$ cat src/rtl/bin_fc_seq.sv
// Sequential binary-weight fully-connected layer: LANES inputs per cycle into
// OUTPUT_DIM accumulators, then shift+saturate (or sign if BIN_FC_SIGN_ACT_EN).
module bin_fc_seq #(
    parameter int INPUT_DIM  = 16,
    parameter int OUTPUT_DIM = 8,
    parameter int BIT_CNT    = 8,
    parameter int LANES      = 4,
    parameter int SHIFT      = 0
) (
    input  logic                                   clk,
    input  logic                                   rst_n,
    input  logic                                   in_valid,
    output logic                                   in_ready,
    input  logic [INPUT_DIM-1:0][BIT_CNT-1:0]      value_in,
    input  logic [OUTPUT_DIM-1:0][INPUT_DIM-1:0]   weight,
    output logic                                   out_valid,
    input  logic                                   out_ready,
    output logic [OUTPUT_DIM-1:0][BIT_CNT-1:0]     value_out,
    output logic                                   busy
);

    localparam int ACC_W  = BIT_CNT + $clog2(INPUT_DIM) + 1;
    localparam int K      = INPUT_DIM / LANES;
    localparam int BEAT_W = (K > 1) ? $clog2(K) : 1;
    localparam logic [BEAT_W-1:0] LAST_BEAT = BEAT_W'(K - 1);

    localparam logic [1:0] S_IDLE  = 2'd0;
    localparam logic [1:0] S_ACCUM = 2'd1;
    localparam logic [1:0] S_DONE  = 2'd2;

    generate
        if ((INPUT_DIM % LANES) != 0) begin : g_lanes_check
            $error("bin_fc_seq: LANES must divide INPUT_DIM");
        end
    endgenerate

    logic [1:0]                               state;
    logic [BEAT_W-1:0]                        beat_cnt;
    logic [INPUT_DIM-1:0][BIT_CNT-1:0]        x_reg;
    logic [OUTPUT_DIM-1:0][INPUT_DIM-1:0]     w_reg;
    logic signed [ACC_W-1:0]                  acc      [OUTPUT_DIM];
    logic signed [ACC_W-1:0]                  beat_sum [OUTPUT_DIM];
    logic signed [ACC_W-1:0]                  lane_ext [LANES];
    logic [OUTPUT_DIM-1:0][BIT_CNT-1:0]       result;

    assign in_ready = (state == S_IDLE);
    assign busy     = (state == S_ACCUM) || (state == S_DONE);

    // Latched operands shift down by one beat each cycle, so the current beat
    // always sits in the low LANES elements and no variable indexing is needed.
    genvar gl;
    generate
        for (gl = 0; gl < LANES; gl++) begin : g_lane
            assign lane_ext[gl] = {{(ACC_W-BIT_CNT){x_reg[gl][BIT_CNT-1]}}, x_reg[gl]};
        end
    endgenerate

    always_comb begin
        for (int o = 0; o < OUTPUT_DIM; o++) begin
            beat_sum[o] = '0;
            for (int l = 0; l < LANES; l++) begin
                if (w_reg[o][l]) begin
                    beat_sum[o] = beat_sum[o] + lane_ext[l];
                end else begin
                    beat_sum[o] = beat_sum[o] - lane_ext[l];
                end
            end
        end
    end

`ifdef BIN_FC_SIGN_ACT_EN
    always_comb begin
        for (int o = 0; o < OUTPUT_DIM; o++) begin
            result[o] = acc[o][ACC_W-1] ? {BIT_CNT{1'b1}} : BIT_CNT'(1);
        end
    end
`else
    localparam logic signed [ACC_W-1:0] SAT_MAX =
        {{(ACC_W-BIT_CNT+1){1'b0}}, {(BIT_CNT-1){1'b1}}};
    localparam logic signed [ACC_W-1:0] SAT_MIN =
        {{(ACC_W-BIT_CNT+1){1'b1}}, {(BIT_CNT-1){1'b0}}};

    logic signed [ACC_W-1:0] shifted [OUTPUT_DIM];

    always_comb begin
        for (int o = 0; o < OUTPUT_DIM; o++) begin
            shifted[o] = acc[o] >>> SHIFT;
            if (shifted[o] > SAT_MAX) begin
                result[o] = SAT_MAX[BIT_CNT-1:0];
            end else if (shifted[o] < SAT_MIN) begin
                result[o] = SAT_MIN[BIT_CNT-1:0];
            end else begin
                result[o] = shifted[o][BIT_CNT-1:0];
            end
        end
    end
`endif

    always_ff @(posedge clk or negedge rst_n) begin
        if (!rst_n) begin
            state     <= S_IDLE;
            beat_cnt  <= '0;
            x_reg     <= '0;
            w_reg     <= '0;
            out_valid <= 1'b0;
            value_out <= '0;
            for (int o = 0; o < OUTPUT_DIM; o++) begin
                acc[o] <= '0;
            end
        end else begin
            case (state)
                S_IDLE: begin
                    if (in_valid) begin
                        x_reg    <= value_in;
                        w_reg    <= weight;
                        beat_cnt <= '0;
                        for (int o = 0; o < OUTPUT_DIM; o++) begin
                            acc[o] <= '0;
                        end
                        state <= S_ACCUM;
                    end
                end
                S_ACCUM: begin
                    for (int o = 0; o < OUTPUT_DIM; o++) begin
                        acc[o]   <= acc[o] + beat_sum[o];
                        w_reg[o] <= w_reg[o] >> LANES;
                    end
                    x_reg <= x_reg >> (LANES * BIT_CNT);
                    if (beat_cnt == LAST_BEAT) begin
                        beat_cnt <= '0;
                        state    <= S_DONE;
                    end else begin
                        beat_cnt <= beat_cnt + 1'b1;
                    end
                end
                S_DONE: begin
                    // First DONE cycle registers the result; then hold until taken.
                    if (!out_valid) begin
                        value_out <= result;
                        out_valid <= 1'b1;
                    end else if (out_ready) begin
                        out_valid <= 1'b0;
                        state     <= S_IDLE;
                    end
                end
                default: begin
                    state <= S_IDLE;
                end
            endcase
        end
    end

endmodule
$ cat config.mk
export PLATFORM = sky130hd
export DESIGN_NAME = bin_fc_seq
export DESIGN_NICKNAME = d
export VERILOG_FILES = /design/src/rtl/bin_fc_seq.sv
export SDC_FILE = /design/constraint.sdc
export NUM_CORES = 2
export LEC_CHECK = 0
export CAP_MARGIN = 5
export CORE_MARGIN = 2
export CORE_UTILIZATION = 60
export DETAILED_ROUTE_END_ITERATION = 7
export GPL_ROUTABILITY_DRIVEN = 1
export PLACE_DENSITY = 0.82
export SLEW_MARGIN = 10
export SYNTH_ARGS = -nofsm -noshare
export SYNTH_HDL_FRONTEND = slang
export SYNTH_SLANG_ARGS = --single-unit
$ cat constraint.sdc
create_clock -name clk -period 9.6 [get_ports clk]
set_clock_uncertainty 0.05 [all_clocks]
set_input_delay 0.96 -clock clk [delete_from_list [all_inputs] [get_ports clk]]
set_output_delay 0.96 -clock clk [all_outputs]
set_load 0.01 [all_outputs]
# ---- Word-level counts from Yosys, hierarchy flattened
# Index checks and enable logic that the tools add are counted.
dict set report classes {
  reduce_logical 6
  add_sub_neg 58
  eq_ne 7
  n_bitwise 1
  n_lt_le_gt_ge 16
  muxes 64
}
# operator count
set ops {}
lappend ops {{$pmux 128 s2} 2}
lappend ops {{$mux 13} 32}
lappend ops {{$add 13x8->13} 24}
lappend ops {{$sub 13x8->13} 24}
lappend ops {{$mux 128} 2}
lappend ops {{$pmux 104 s2} 1}
lappend ops {{$mux 8} 16}
lappend ops {{$add 13x13->13} 8}
lappend ops {{$gt 13x8->1 const B} 8}
lappend ops {{$lt 13x8->1 const B} 8}
lappend ops {{$mux 104} 1}
lappend ops {{$mux 2} 6}
lappend ops {{$sub 1x8->9 const A} 1}
lappend ops {{$ne 2x2->1 const B} 3}
lappend ops {{$pmux 2 s3} 1}
lappend ops {{$eq 2x2->1 const B} 2}
lappend ops {{$pmux 2 s2} 1}
lappend ops {{$reduce_and 2->1} 2}
lappend ops {{$reduce_and 4->1} 1}
lappend ops {{$add 2x1->2 const B} 1}
lappend ops {{$eq 2x1->1 const B} 1}
lappend ops {{$logic_not 2->1} 1}
lappend ops {{$mux 1} 2}
lappend ops {{$ne 2x1->1 const B} 1}
lappend ops {{other kinds (3)} 3}
dict set report word_totals {
  regBits 429
  output_inout_bits 67
}

# ---- Longest topological paths before layout
dict set report logic_depth {
  depth_word 10
  mapped_depth 33
  ltp_nobuf 30
}

# ---- Worst setup path before layout
# Ideal clock, no wire load.
dict set report synth_path {
  path_kind {register to register}
  start {register x_reg (netlist bit lane_ext[40])}
  end {register acc[12] (netlist bit)}
  synth_period_minus_slack_ns 6.106
  n_path_buf 4
  setup_slack_ns 3.494
  setup_time_ns 0.127
  arrival_ns 5.929
  required_time_ns 9.423
  stages_incl_launch_ff 31
  path_cell_list {dfrtp_1 -> clkbuf_1 -> inv_1 -> ha_1 -> buf_2 -> nor3b_1 -> clkbuf_1 -> and2_1 -> clkbuf_1 -> nor2_1 -> xnor2_1 -> ha_1 -> xnor2_1 -> ha_1 -> nor4_1 -> nor2_1 -> a21oi_1 -> xnor2_1 -> ha_1 -> o21a_1 -> o31a_1 -> nor2_1 -> xnor2_1 -> ha_1 -> nand3_1 -> a21oi_1 -> a2111oi_0 -> o2bb2ai_1 -> xnor3_1 -> a21oi_1 -> o22ai_1}
}
dict set report synth_between {
  elab_chain_cells 10
  word_cells_on_any_way 13
  classes_between {add/sub: 8; mux: 5}
}
# item line
set synth_lines {}
lappend synth_lines {{from (decl)} 39} ;# logic [INPUT_DIM-1:0][BIT_CNT-1:0] x_reg;
lappend synth_lines {{from (signal assigned)} 114} ;# x_reg <= value_in;
lappend synth_lines {{from (signal assigned)} 128} ;# x_reg <= x_reg >> (LANES * BIT_CNT);
lappend synth_lines {{$sub 1x8->9} 65} ;# beat_sum[o] = beat_sum[o] - lane_ext[l];
lappend synth_lines {{$mux 13 *} 62} ;# if (w_reg[o][l]) begin
lappend synth_lines {{$sub 13x8->13 or $add 13x8->13 (tied branches)} {65, 63}}
lappend synth_lines {{$mux 13 *} 62}
lappend synth_lines {{$sub 13x8->13 or $add 13x8->13 (tied branches)} {65, 63}}
lappend synth_lines {{$mux 13 *} 62}
lappend synth_lines {{$sub 13x8->13 or $add 13x8->13 (tied branches)} {65, 63}}
lappend synth_lines {{$mux 13 *} 62}
lappend synth_lines {{$add 13x13->13 *} 125} ;# acc[o] <= acc[o] + beat_sum[o];
lappend synth_lines {{$pmux 104 s2 *} 111} ;# case (state)
lappend synth_lines {{to (signal, indexed assignment)} 125}
lappend synth_lines {{to (decl)} 41} ;# logic signed [ACC_W-1:0] acc [OUTPUT_DIM];
# Every way passes the cells marked *; elsewhere a longest branch is shown, timed or not.
# A chain may end at the register's enable or synchronous reset.

# ---- Worst setup path in the final report
dict set report layout_path {
  start {register x_reg (netlist bit lane_ext[41])}
  end {register acc[12] (netlist bit)}
}
# The elaborated chain is that of the path after synthesis.

==> qor.txt <==
Leading cell type in the layout, fill and taps excluded - o21ai_0
Final TNS setup - 0 ns
Initial core utilization - 0.6050
Syn Inst Count - 4352
Worst-Skew Late Latency - 0.62 ns
Hold WC Path Type - input port to async pin
YS warnings - 0
FFs w/ async S/R, synth - 1.000
Post-Syn Nets - 5013
Max-cap violation count - 0
Die area - 64120 um2
Mean Syn Cell Area - 8.563 um2
GRT Total Usage - 0.3271
M2 GR Usage - 0.5396
Die Span Y - 253.2 um
Most frequent cells in the layout - 624 x o21ai_0, 429 x dfrtp_1, 424 x nand2_1
Routing usage on met3 - 0.06178
Largest register FFs - 128
Crit path kind - register to register
ANT nets after route - 0
Initial antenna violation count - 3
CP most frequent cell - ha_1
Critical path, cell by cell - nor3_2 > nor3b_2 > nor3b_2 > nor2_1 > xor2_1 > ha_1 > nor3b_1 > nor2_1 > xnor2_1 > ha_1 > xnor2_1 > ha_1 > o21a_1 > o31a_1 > nor2_1 > xnor2_1 > ha_1 > nand3_1 > a21oi_1 > a2111oi_0 > o2bb2ai_1 > xnor3_1 > a21oi_1 > o22ai_1
WP data arrival - 7.60 ns
Worst-path clk slew - 0.06 ns
Slowest-stage cell, CP - nor3b_2
Root Buffer - clkbuf_16
Core area - 61600 um2
Slew margin rel. - 0.2591
Crit-path max cell delay - 0.90 ns
DRT Wirelength - 105100 um
Endpoints failing setup - 0
Worst Setup End Kind - register
First-pass GRT wire length - 166900 um
Post-detail-place hpwl - 77940 um
Clock sink total - 429
Vias in the first global route - 31250
Post-CTS setup buffer count - 0
Post-cts sizing count - 0
Fin worst setup slack - 2.434 ns
Drt wl/cell - 19.31 um
Die width - 253.2 um
Period utilization - 0.7465
CTS max path bufs - 3
TritonRoute pass-1 iters - 6
P&R area growth vs syn - 14.98%
Largest net degree at the start of global routing - 279
Outcome - completed
H-tree Lvls - 2
Final number of hold-violating endpoints - 0
Fin cells - 5442
Post-synthesis register bit count - 429
Via-to-Cell Ratio - 6.004
Worst slack, placed - 2.585 ns
Fillers - 4907
Vias - 32670
Iter 0 DRT Violations - 2472
Number of synthesized flops with an enable pin - 0
GP Congestion - 1.028
WP data required - 10.04 ns
Slew @ Worst Pin - 1.111 ns
Crit path time final - 7.166 ns
# hold bufs at CTS - 0
Port bufs - 326
CTS tree - done
Global-route met1 utilization - 0.4218
Sequential fraction of the synthesis area - 0.2881
Netlist cell types - 71
Ys flop type - dfrtp_1
Overflow after GRT - 0
Setup crit start kind - register
IO Pins - 327
CP max FO - 11
Fin. max-slew vios - 0
CTS buffer count - 46
Rows - 91
Fin nets - 5230
GRT Max-Usage Layer - met2
Layout cells sized above 1 - 0.04823
Fmax - 139.5 MHz
Number of cells after detailed placement - 5358
RSZ-0062 raised after global routing - false
DRC Markers - 0
Mapped Area - 37270 um2
## final timing paths
kind	startpoint	end	slack [ns]	cells after the start
hold / removal	rst_n	value_out[9]	0.24	1
hold reg to reg	value_out[22]	value_out[22]	0.42	2
max in group asynchronous	rst_n	acc[34]	7.16	3
min in group clk	value_out[22]	value_out[22]	0.42	2
setup / recovery	lane_ext[41]	acc[12]	2.43	24
setup reg to reg	lane_ext[41]	acc[12]	2.43	24
## per-stage QoR
stage | util | hold slack [ns] | instance area, um2
floorplan | - | 0.3996 | 37270
global placement | 0.6698 | 0.4101 | 41260
detailed placement | 0.6698 | 0.4196 | 41260
CTS | 0.6956 | 0.2941 | 42840
global route | 0.6956 | 0.3130 | 42840
finish | 0.6956 | 0.2396 | 42850
## synthesized netlist by cell type, types with 28 or more instances
master	count	area (um2)
a211oi_1	35	262.8
a21o_1	69	518.0
a21oi_1	175	875.8
a22o_1	80	700.7
and2_1	29	181.4
and3_1	29	181.4
clkbuf_1	192	720.7
dfrtp_1	429	10740
fa_1	32	640.6
ha_1	369	4617
inv_1	99	371.6
mux2_2	39	439.2
mux2i_1	194	1942
nand2_1	426	1599
nand3_1	62	310.3
nor2_1	392	1471
nor2b_1	43	269.0
nor3_1	93	465.5
o21a_1	78	585.6
o21ai_0	624	3123
o21bai_1	43	322.8
o31a_1	28	245.2
o41ai_1	34	297.8
or3_1	29	181.4
xnor2_1	274	2400
xor2_1	223	1953
## routing by layer
| layer | vias to the layer above | wire [um] | share of wire |
|---|---|---|---|
| met1 | 15370 | 43380 | 0.41 |
| met2 | 1143 | 48150 | 0.46 |
| met4 | 0 | 4649 | 0.044 |
| met3 | 225 | 8881 | 0.085 |
| li1 | 15940 | - | - |
| met5 | - | 0 | 0 |
## worst max-delay path, delay by kind of cell, from the launching register on
kind	cells	cell delay (ns)
AOI/OAI and AO/OA	7	1.48
xor gates and xnor gates	5	0.93
adders and majority gates	4	1.37
DFF	1	0.56
and+or+nand+nor	8	2.64
## area by class of cell
| type | instances | area [um2] | share of cell area |
|---|---|---|---|
| Multi-Input combinational cell | 3615 | 25410 | 0.5930 |
| Sequential cell | 429 | 10740 | 0.2505 |
| Timing Repair Buffer | 378 | 3696 | 0.08626 |
| Clock buffer | 62 | 1343 | 0.03133 |
| Tap cell | 837 | 1047 | 0.02444 |
| Inverter | 99 | 371.6 | 0.008672 |
| Clock inverter | 20 | 241.5 | 0.005636 |
| Antenna cell | 2 | 5.005 | 0.0001168 |
## kinds of logic after synthesis
kind of cell	Yosys count	share of synthesized area
AOI/OAI and AO/OA	1292	0.2148
xor gates and xnor gates	501	0.1192
adders and majority gates	401	0.1411
buffers and inverters	308	0.03149
DFF	429	0.2881
muxes	233	0.06389
and+or+nand+nor	1188	0.1414
Power is left out: the tool's default activity adds up to more than one toggle a clock period on the data nets, which glitch-free logic cannot reach.
